`config.mk`:
```
export PLATFORM = sky130hd
export DESIGN_NAME = paridade_serial_tx
export DESIGN_NICKNAME = d
export VERILOG_FILES = /design/src/rtl/paridade_serial_tx.sv
export SDC_FILE = /design/constraint.sdc
export NUM_CORES = 1
export LEC_CHECK = 0
export BUFFER_PORTS_ARGS = -buffer_cell sky130_fd_sc_hd__buf_2
export CAP_MARGIN = 20
export CELL_PAD_IN_SITES_DETAIL_PLACEMENT = 1
export CELL_PAD_IN_SITES_GLOBAL_PLACEMENT = 2
export CORE_MARGIN = 2
export CORE_UTILIZATION = 36
export DETAILED_ROUTE_END_ITERATION = 8
export HOLD_SLACK_MARGIN = 0.15
export PLACE_DENSITY = 0.79
export SLEW_MARGIN = 10
export SYNTH_ARGS = -nofsm -noshare
export SYNTH_HDL_FRONTEND = slang
export SYNTH_SLANG_ARGS = --single-unit
```
`constraint.sdc`:
```
create_clock -name clk -period 2.7 [get_ports clk]
set_clock_uncertainty 0.1 [all_clocks]
set_input_delay 0.135 -clock clk [delete_from_list [all_inputs] [get_ports clk]]
set_output_delay 0.135 -clock clk [all_outputs]
set_load 0.02 [all_outputs]
```
`src/rtl/paridade_serial_tx.sv`:
```
`default_nettype none
// ============================================================================
// Module   : paridade_serial_tx
// Purpose  : Frames a data word and its externally generated parity bit into
//            an async serial stream (start, data LSB-first, parity, stop).
// Revision : 1.0 - initial release
// ============================================================================
module paridade_serial_tx #(
    parameter int WIDTH        = 8,
    parameter int CLKS_PER_BIT = 4,
    parameter int STOP_BITS    = 1
) (
    input  logic             clk,
    input  logic             rst,
    input  logic [WIDTH-1:0] in,
    input  logic             par,
    input  logic             valid_in,
    output logic             ready_out,
    output logic             tx_out,
    output logic             busy,
    output logic             done
);

    localparam int c_STOP_LEN = STOP_BITS * CLKS_PER_BIT;
    localparam int c_CYC_W    = (c_STOP_LEN > 1) ? $clog2(c_STOP_LEN) : 1;
    localparam int c_BIT_W    = (WIDTH > 1) ? $clog2(WIDTH) : 1;

    localparam logic [c_CYC_W-1:0] c_BIT_LAST  = c_CYC_W'(CLKS_PER_BIT - 1);
    localparam logic [c_CYC_W-1:0] c_STOP_LAST = c_CYC_W'(c_STOP_LEN - 1);
    localparam logic [c_BIT_W-1:0] c_DATA_LAST = c_BIT_W'(WIDTH - 1);

    localparam logic [2:0] c_IDLE   = 3'd0;
    localparam logic [2:0] c_START  = 3'd1;
    localparam logic [2:0] c_DATA   = 3'd2;
    localparam logic [2:0] c_PARITY = 3'd3;
    localparam logic [2:0] c_STOP   = 3'd4;

    logic [2:0]         r_state;
    logic [c_CYC_W-1:0] r_cyc;
    logic [c_BIT_W-1:0] r_bit;
    logic [WIDTH-1:0]   r_shift;
    logic               r_par;

    logic [2:0]         w_state_nxt;
    logic [c_CYC_W-1:0] w_cyc_nxt;
    logic [c_BIT_W-1:0] w_bit_nxt;
    logic [WIDTH-1:0]   w_shift_nxt;
    logic               w_par_nxt;
    logic               w_bit_end;
    logic               w_tx_nxt;
    logic               w_done_nxt;

    always_comb begin
        w_state_nxt = r_state;
        w_cyc_nxt   = r_cyc;
        w_bit_nxt   = r_bit;
        w_shift_nxt = r_shift;
        w_par_nxt   = r_par;
        w_bit_end   = (r_cyc == c_BIT_LAST);
        case (r_state)
            c_IDLE: begin
                if (valid_in && ready_out) begin
                    w_state_nxt = c_START;
                    w_shift_nxt = in;
                    w_par_nxt   = par;
                    w_cyc_nxt   = '0;
                    w_bit_nxt   = '0;
                end
            end
            c_START: begin
                if (w_bit_end) begin
                    w_state_nxt = c_DATA;
                    w_cyc_nxt   = '0;
                end else begin
                    w_cyc_nxt = r_cyc + 1'b1;
                end
            end
            c_DATA: begin
                if (w_bit_end) begin
                    w_cyc_nxt   = '0;
                    w_shift_nxt = r_shift >> 1;
                    if (r_bit == c_DATA_LAST) begin
                        w_state_nxt = c_PARITY;
                        w_bit_nxt   = '0;
                    end else begin
                        w_bit_nxt = r_bit + 1'b1;
                    end
                end else begin
                    w_cyc_nxt = r_cyc + 1'b1;
                end
            end
            c_PARITY: begin
                if (w_bit_end) begin
                    w_state_nxt = c_STOP;
                    w_cyc_nxt   = '0;
                end else begin
                    w_cyc_nxt = r_cyc + 1'b1;
                end
            end
            c_STOP: begin
                // The whole stop period is one counted span, so two stop bits need no extra state.
                if (r_cyc == c_STOP_LAST) begin
                    w_state_nxt = c_IDLE;
                    w_cyc_nxt   = '0;
                end else begin
                    w_cyc_nxt = r_cyc + 1'b1;
                end
            end
            default: begin
                w_state_nxt = c_IDLE;
                w_cyc_nxt   = '0;
                w_bit_nxt   = '0;
            end
        endcase
    end

    // Outputs are decoded from the next state so the registered values line up with it.
    always_comb begin
        w_tx_nxt = 1'b1;
        case (w_state_nxt)
            c_START:  w_tx_nxt = 1'b0;
            c_DATA:   w_tx_nxt = w_shift_nxt[0];
            c_PARITY: w_tx_nxt = w_par_nxt;
            default:  w_tx_nxt = 1'b1;
        endcase
        w_done_nxt = (w_state_nxt == c_STOP) && (w_cyc_nxt == c_STOP_LAST);
    end

    always_ff @(posedge clk) begin
        if (rst) begin
            r_state   <= c_IDLE;
            r_cyc     <= '0;
            r_bit     <= '0;
            r_shift   <= '0;
            r_par     <= 1'b0;
            tx_out    <= 1'b1;
            ready_out <= 1'b1;
            busy      <= 1'b0;
            done      <= 1'b0;
        end else begin
            r_state   <= w_state_nxt;
            r_cyc     <= w_cyc_nxt;
            r_bit     <= w_bit_nxt;
            r_shift   <= w_shift_nxt;
            r_par     <= w_par_nxt;
            tx_out    <= w_tx_nxt;
            ready_out <= (w_state_nxt == c_IDLE);
            busy      <= (w_state_nxt != c_IDLE);
            done      <= w_done_nxt;
        end
    end

endmodule
`default_nettype wire
```
==> flow_summary.toml, run 1 <==
[worst_hold_path]
hp-class = "reg2reg"

[cts]
root_buffer = "clkbuf_4"
clkSinkCount = 21
cts_resized = 0
cts_tree = "done"
clock_path_buffers = 2
hold_buffers = 18
cts_made_buffers = 3
clkTransAtPathRegs_ns = 0.12
clk_latency_ns = 0.30
htreeDepth = 1
cts_setup_buffers = 0

[timing]
tns_ns = 0
finalSetupViolCount = 0
timing.fmax_mhz = 430
fin_ws_ns = 0.373
post-route-period-util = 0.862
tightest_slew_ns = 0.621
hold_viol_final = 0
min_period_ns = 2.33
slew-limit-headroom = 0.581
slew_violations = 0
grt_setup_unrepaired = "no"

[logic_synthesis]
synth_area_sq_um = 1030
synth_cell_types = 39
syn-instance-count = 113
yosysTopAreaCell = "dfxtp_1"
yosys_register_bits = 21
synth_edf_count = 0
postSynth.asyncResetShare = 0
yosys.area.top_type_share = 0.406
ys_seq_area_frac = 0.406
synth.avg_cell_area_sq_um = 9.16
synthesis.nets = 128
yosysMostFrequentCell = "dfxtp_1"
synthTopCellsByArea = "dfxtp_1, a21oi_1, a22oi_1, nand2_1, ha_1"
synth_common_cells = "dfxtp_1, a21oi_1, nand2_1"
yosys_most_used_dff = "dfxtp_1"
yosys_warnings = 0

[job]
maxCapViolations = 0

[setup_path]
crit_required_ns = 2.85
crit_type = "reg2reg"
crit_fanout = 12
critPathLaunchType = "flip-flop"
critPathArrivalTime_ns = 2.48
endpoint_kind = "flip-flop"

[global_route]
grt.met3_usage = 0.0201
grt_pass1_vias = 965
grt_pass1_wl_mm = 4.44
use_met2 = 0.302
top_usage_layer = "met2"
grt_use_met1 = 0.212
antenna_found_initial = 0
overflow = 0
grt_usage = 0.171
grt_max_degree = 21

[final_layout]
num-nets-final = 160
n_fill_cell = 334
multi_input_area_sq_um = 547
register_area_sq_um = 420
area_growth_pct = 27.3
finish.utilization = 0.482
layout-drive-gt1-share = 0.188
antenna_cells = 0

[floorplanning]
die_width_um = 57.6
core_area_sq_um = 2730
die_h_um = 57.6
ios = 16
start_util = 0.378
std_cell_rows = 19
dieArea_sq_um = 3320

[route]
first_iter_violations = 12
vias_per_cell = 5.42
wl_per_cell_um = 15.0
remaining_drc_errors = 0
ant_nets = 0
dr.pass1.iters = 4
wl_mm = 2.63
num_vias = 948

[status]
status = "complete, no violations"

[power_and_ir_drop]
ir_drop_uv = 294
p_leak_nw = 0.529
p_per_area_nw_per_um2 = 463

[place]
io_buffers = 15
dp_slack_ns = 0.739
dpl.hpwl_mm = 1.73
gp_congestion = 0.711
-- cell usage in the layout (no fill, tap or decap), types with 2 or more instances in the layout --
master,synthesis,final
o21ai_0,3,3
dfxtp_1,21,21
a21oi_1,14,14
o211ai_1,2,2
a22oi_1,7,7
nor2_1,9,9
nand2_1,13,13
dlygate4sd3_1,0,18
nand3_1,3,3
clkbuf_4,0,3
buf_2,1,15
mux2i_1,2,2
ha_1,3,3
a32oi_1,2,2
or3b_1,2,2
nor3_1,2,2
nand4_1,2,2
-- cells by family (layout without fill, tap and decap cells) --
logic type	count (synthesis)	in the layout	share of synthesized area
simple gates	42	42	0.229
compound gates	36	36	0.244
flops	21	21	0.406
buf+inv	9	40	0.0653
fa+ha+maj	3	3	0.0363
mux	2	2	0.0193
-- state kept, by name, summed over array words and instances, names as in the netlist --
register   cells
r_shift        8
r_bit          3
r_state        3
r_cyc          2
busy           1
done           1
r_par          1
ready_out      1
tx_out         1
-- per-layer routing --
| layer | up-vias | part of all wire |
|---|---|---|
| li1 | 482 | - |
| met5 | - | 0 |
| met4 | 0 | 0.0065 |
| met1 | 454 | 0.48 |
| met3 | 2 | 0.021 |
| met2 | 10 | 0.49 |
-- final cells by class --
| class | count | share of cell area |
|---|---|---|
| clock inverter | 1 | 0.00380 |
| sequential | 21 | 0.319 |
| timing repair buffer | 34 | 0.199 |
| clock buffer | 3 | 0.0171 |
| tap | 31 | 0.0294 |
| multi-input combinational | 83 | 0.415 |
| inverter | 2 | 0.0161 |
-- stage by stage --
stage	hold WS, ns	total power [mW]	cells	cell area (sq um)
after detailed placement	0.302	0.441	153	1110
after global placement	0.290	0.438	153	1110
final	0.371	0.610	175	1320
after global routing	0.407	0.653	175	1320
after CTS	0.376	0.620	175	1320
after floorplan	0.182	0.415	113	1030
-- final timing paths --
kind                                                end  slack [ns]                     from  cells after the start
worst max register to register  r_shift[7]$_SDFFE_PP0P_        0.37    r_state[0]$_SDFF_PP0_                      5
worst min register to register  r_shift[6]$_SDFFE_PP0P_        0.37  r_shift[6]$_SDFFE_PP0P_                      2
worst min-delay path            r_shift[6]$_SDFFE_PP0P_        0.37  r_shift[6]$_SDFFE_PP0P_                      2
worst max-delay path            r_shift[7]$_SDFFE_PP0P_        0.37    r_state[0]$_SDFF_PP0_                      5
-- power by group --
group	switching (mW)	internal, mW
logic	0.0551	0.0601
clock network	0.0985	0.0552
registers	0.0140	0.327
-- critical path, cell delays in order, from the launching register on --
cell	delay (ns)
dfxtp_1	0.57
and4bb_4	0.29
and2_4	0.21
or3b_1	0.40
a21oi_2	0.13
dlygate4sd3_1	0.57
Power figures use the tool's default switching activity.
==> run 2: changes to the inputs <==
- CELL_PAD_IN_SITES_DETAIL_PLACEMENT: 1 -> default
- CELL_PAD_IN_SITES_GLOBAL_PLACEMENT: 2 -> default
- CORE_UTILIZATION: 36 -> 45
- PLACE_DENSITY: 0.79 -> 0.63
==> flow_summary.toml, run 2 (same netlist as run 1, synthesis figures left out) <==
[status]
status = "complete, no violations"

[timing]
hold_viol_final = 0
grt_setup_unrepaired = "no"
min_period_ns = 2.25
slew-limit-headroom = 0.603
timing.fmax_mhz = 445
tightest_slew_ns = 0.590
post-route-period-util = 0.832
finalSetupViolCount = 0
slew_violations = 0
tns_ns = 0

[global_route]
grt_max_degree = 21
antenna_found_initial = 0
grt_pass1_vias = 805
grt_usage = 0.178
overflow = 0
grt_pass1_wl_mm = 3.55

[route]
wl_per_cell_um = 12.8
dr.pass1.iters = 6
wl_mm = 2.16
num_vias = 921
remaining_drc_errors = 0
first_iter_violations = 19
vias_per_cell = 5.45
ant_nets = 0

[floorplanning]
die_h_um = 52.0
start_util = 0.472
core_area_sq_um = 2190
std_cell_rows = 17
die_width_um = 52.0
dieArea_sq_um = 2700
ios = 16

[power_and_ir_drop]
ir_drop_uv = 349
finalPower_mw = 0.599
p_per_area_nw_per_um2 = 467
p_leak_nw = 0.507

[setup_path]
critPathLaunchType = "flip-flop"
worstSetupPathDepth = 5
crit_type = "reg2reg"
crit_chain = "and4bb_4 -> and2_4 -> or3b_1 -> a21oi_2 -> dlygate4sd3_1"
endpoint_kind = "flip-flop"
critPathBufInv = 1
crit_required_ns = 2.84
slowest_delay_ns = 0.55
crit_fanout = 12
critPathArrivalTime_ns = 2.39
crit_family = "simple AND/OR/NAND/NOR gates"
r2r_cells = 5
critPathSlowestCell = "dlygate4sd3_1"

[worst_hold_path]
hp-class = "reg2reg"
holdPathStages = 2

[cts]
clk_latency_ns = 0.30
clkTransAtPathRegs_ns = 0.12
clock_path_buffers = 2
htreeDepth = 1
cts_tree = "done"
cts_made_buffers = 3
cts_setup_buffers = 0
root_buffer = "clkbuf_4"
cts_resized = 0
clkSinkCount = 21

[final_layout]
area_growth_pct = 23.9
largestRegisters = "r_shift (8), r_bit (3), r_state (3)"
final_cell_area_sq_um = 1280
largest_reg_flops = 8
num-nets-final = 157
regMostFlops = "r_shift"
layout-drive-gt1-share = 0.184
layout_common_cells = "dfxtp_1, dlygate4sd3_1, buf_2, a21oi_1, nand2_1"
antenna_cells = 0
final_common_cell = "dfxtp_1"
n_fill_cell = 210

[job]
maxCapViolations = 0

[place]
placed_area_sq_um = 1110
io_buffers = 15
dpl.hpwl_mm = 1.37
gp_congestion = 0.742
## run 2: changes by cell type in the layout (fill, tap and decap cells not counted), sizes merged
cell / delta
dlygate4sd3: -3
clkbuf: +1
clkinv: -1
## run 2: final cells by class
| class | instances | area (sq um) | share of cell area |
|---|---|---|---|
| repair buffers | 31 | 233 | 0.181 |
| inverters | 2 | 21.3 | 0.0166 |
| flip-flops and latches | 21 | 420 | 0.328 |
| multi-input cells | 83 | 547 | 0.426 |
| well taps | 28 | 35.0 | 0.0273 |
| clock buffers | 4 | 26.3 | 0.0205 |
## run 2: metrics by stage
| step | hold slack (ns) | utilization | worst slack [ns] | instances |
|---|---|---|---|---|
| floorplan | 0.182 | - | 0.990 | 113 |
| global placement | 0.286 | 0.505 | 0.838 | 150 |
| detailed placement | 0.299 | 0.505 | 0.790 | 150 |
| CTS | 0.366 | 0.585 | 0.465 | 169 |
| global route | 0.382 | 0.585 | 0.347 | 169 |
| finish | 0.363 | 0.585 | 0.455 | 169 |
## run 2: where the power goes
group	total, mW	switching (mW)	internal [mW]
Sequential	0.340	0.0130	0.327
Clock	0.149	0.0915	0.0574
Combinational	0.110	0.0534	0.0564
Total	0.599	0.158	0.441
## run 2: timing repair
item | CTS | global route
hold buffers | 15 | 0
endpoints found under the setup margin | 0 | 0
hold endpoints to repair | 17 | 0
## run 2: tightest hold or removal path, delay by kind of cell, from the launching register on
kind	cells	cell delay, ns
compound gates	1	0.05
simple gates	1	0.05
flops	1	0.32
## run 2: path summary, 6_finish.rpt
path / from / slack (ns) / to
hold / removal: r_shift[6]$_SDFFE_PP0P_ / 0.36 / r_shift[6]$_SDFFE_PP0P_
setup / recovery: r_state[0]$_SDFF_PP0_ / 0.45 / r_shift[7]$_SDFFE_PP0P_
hold reg to reg: r_shift[6]$_SDFFE_PP0P_ / 0.36 / r_shift[6]$_SDFFE_PP0P_
setup reg to reg: r_state[0]$_SDFF_PP0_ / 0.45 / r_shift[7]$_SDFFE_PP0P_
## run 2: layer usage
| metal | global-route usage | wire length, um | vias to the layer above | part of all wire |
|---|---|---|---|---|
| li1 | - | - | 476 | - |
| met1 | 0.233 | 1040 | 426 | 0.48 |
| met2 | 0.287 | 1040 | 17 | 0.48 |
| met3 | 0.0345 | 60 | 2 | 0.028 |
| met4 | 0.0702 | 13 | 0 | 0.0060 |
| met5 | 0 | 0 | - | 0 |
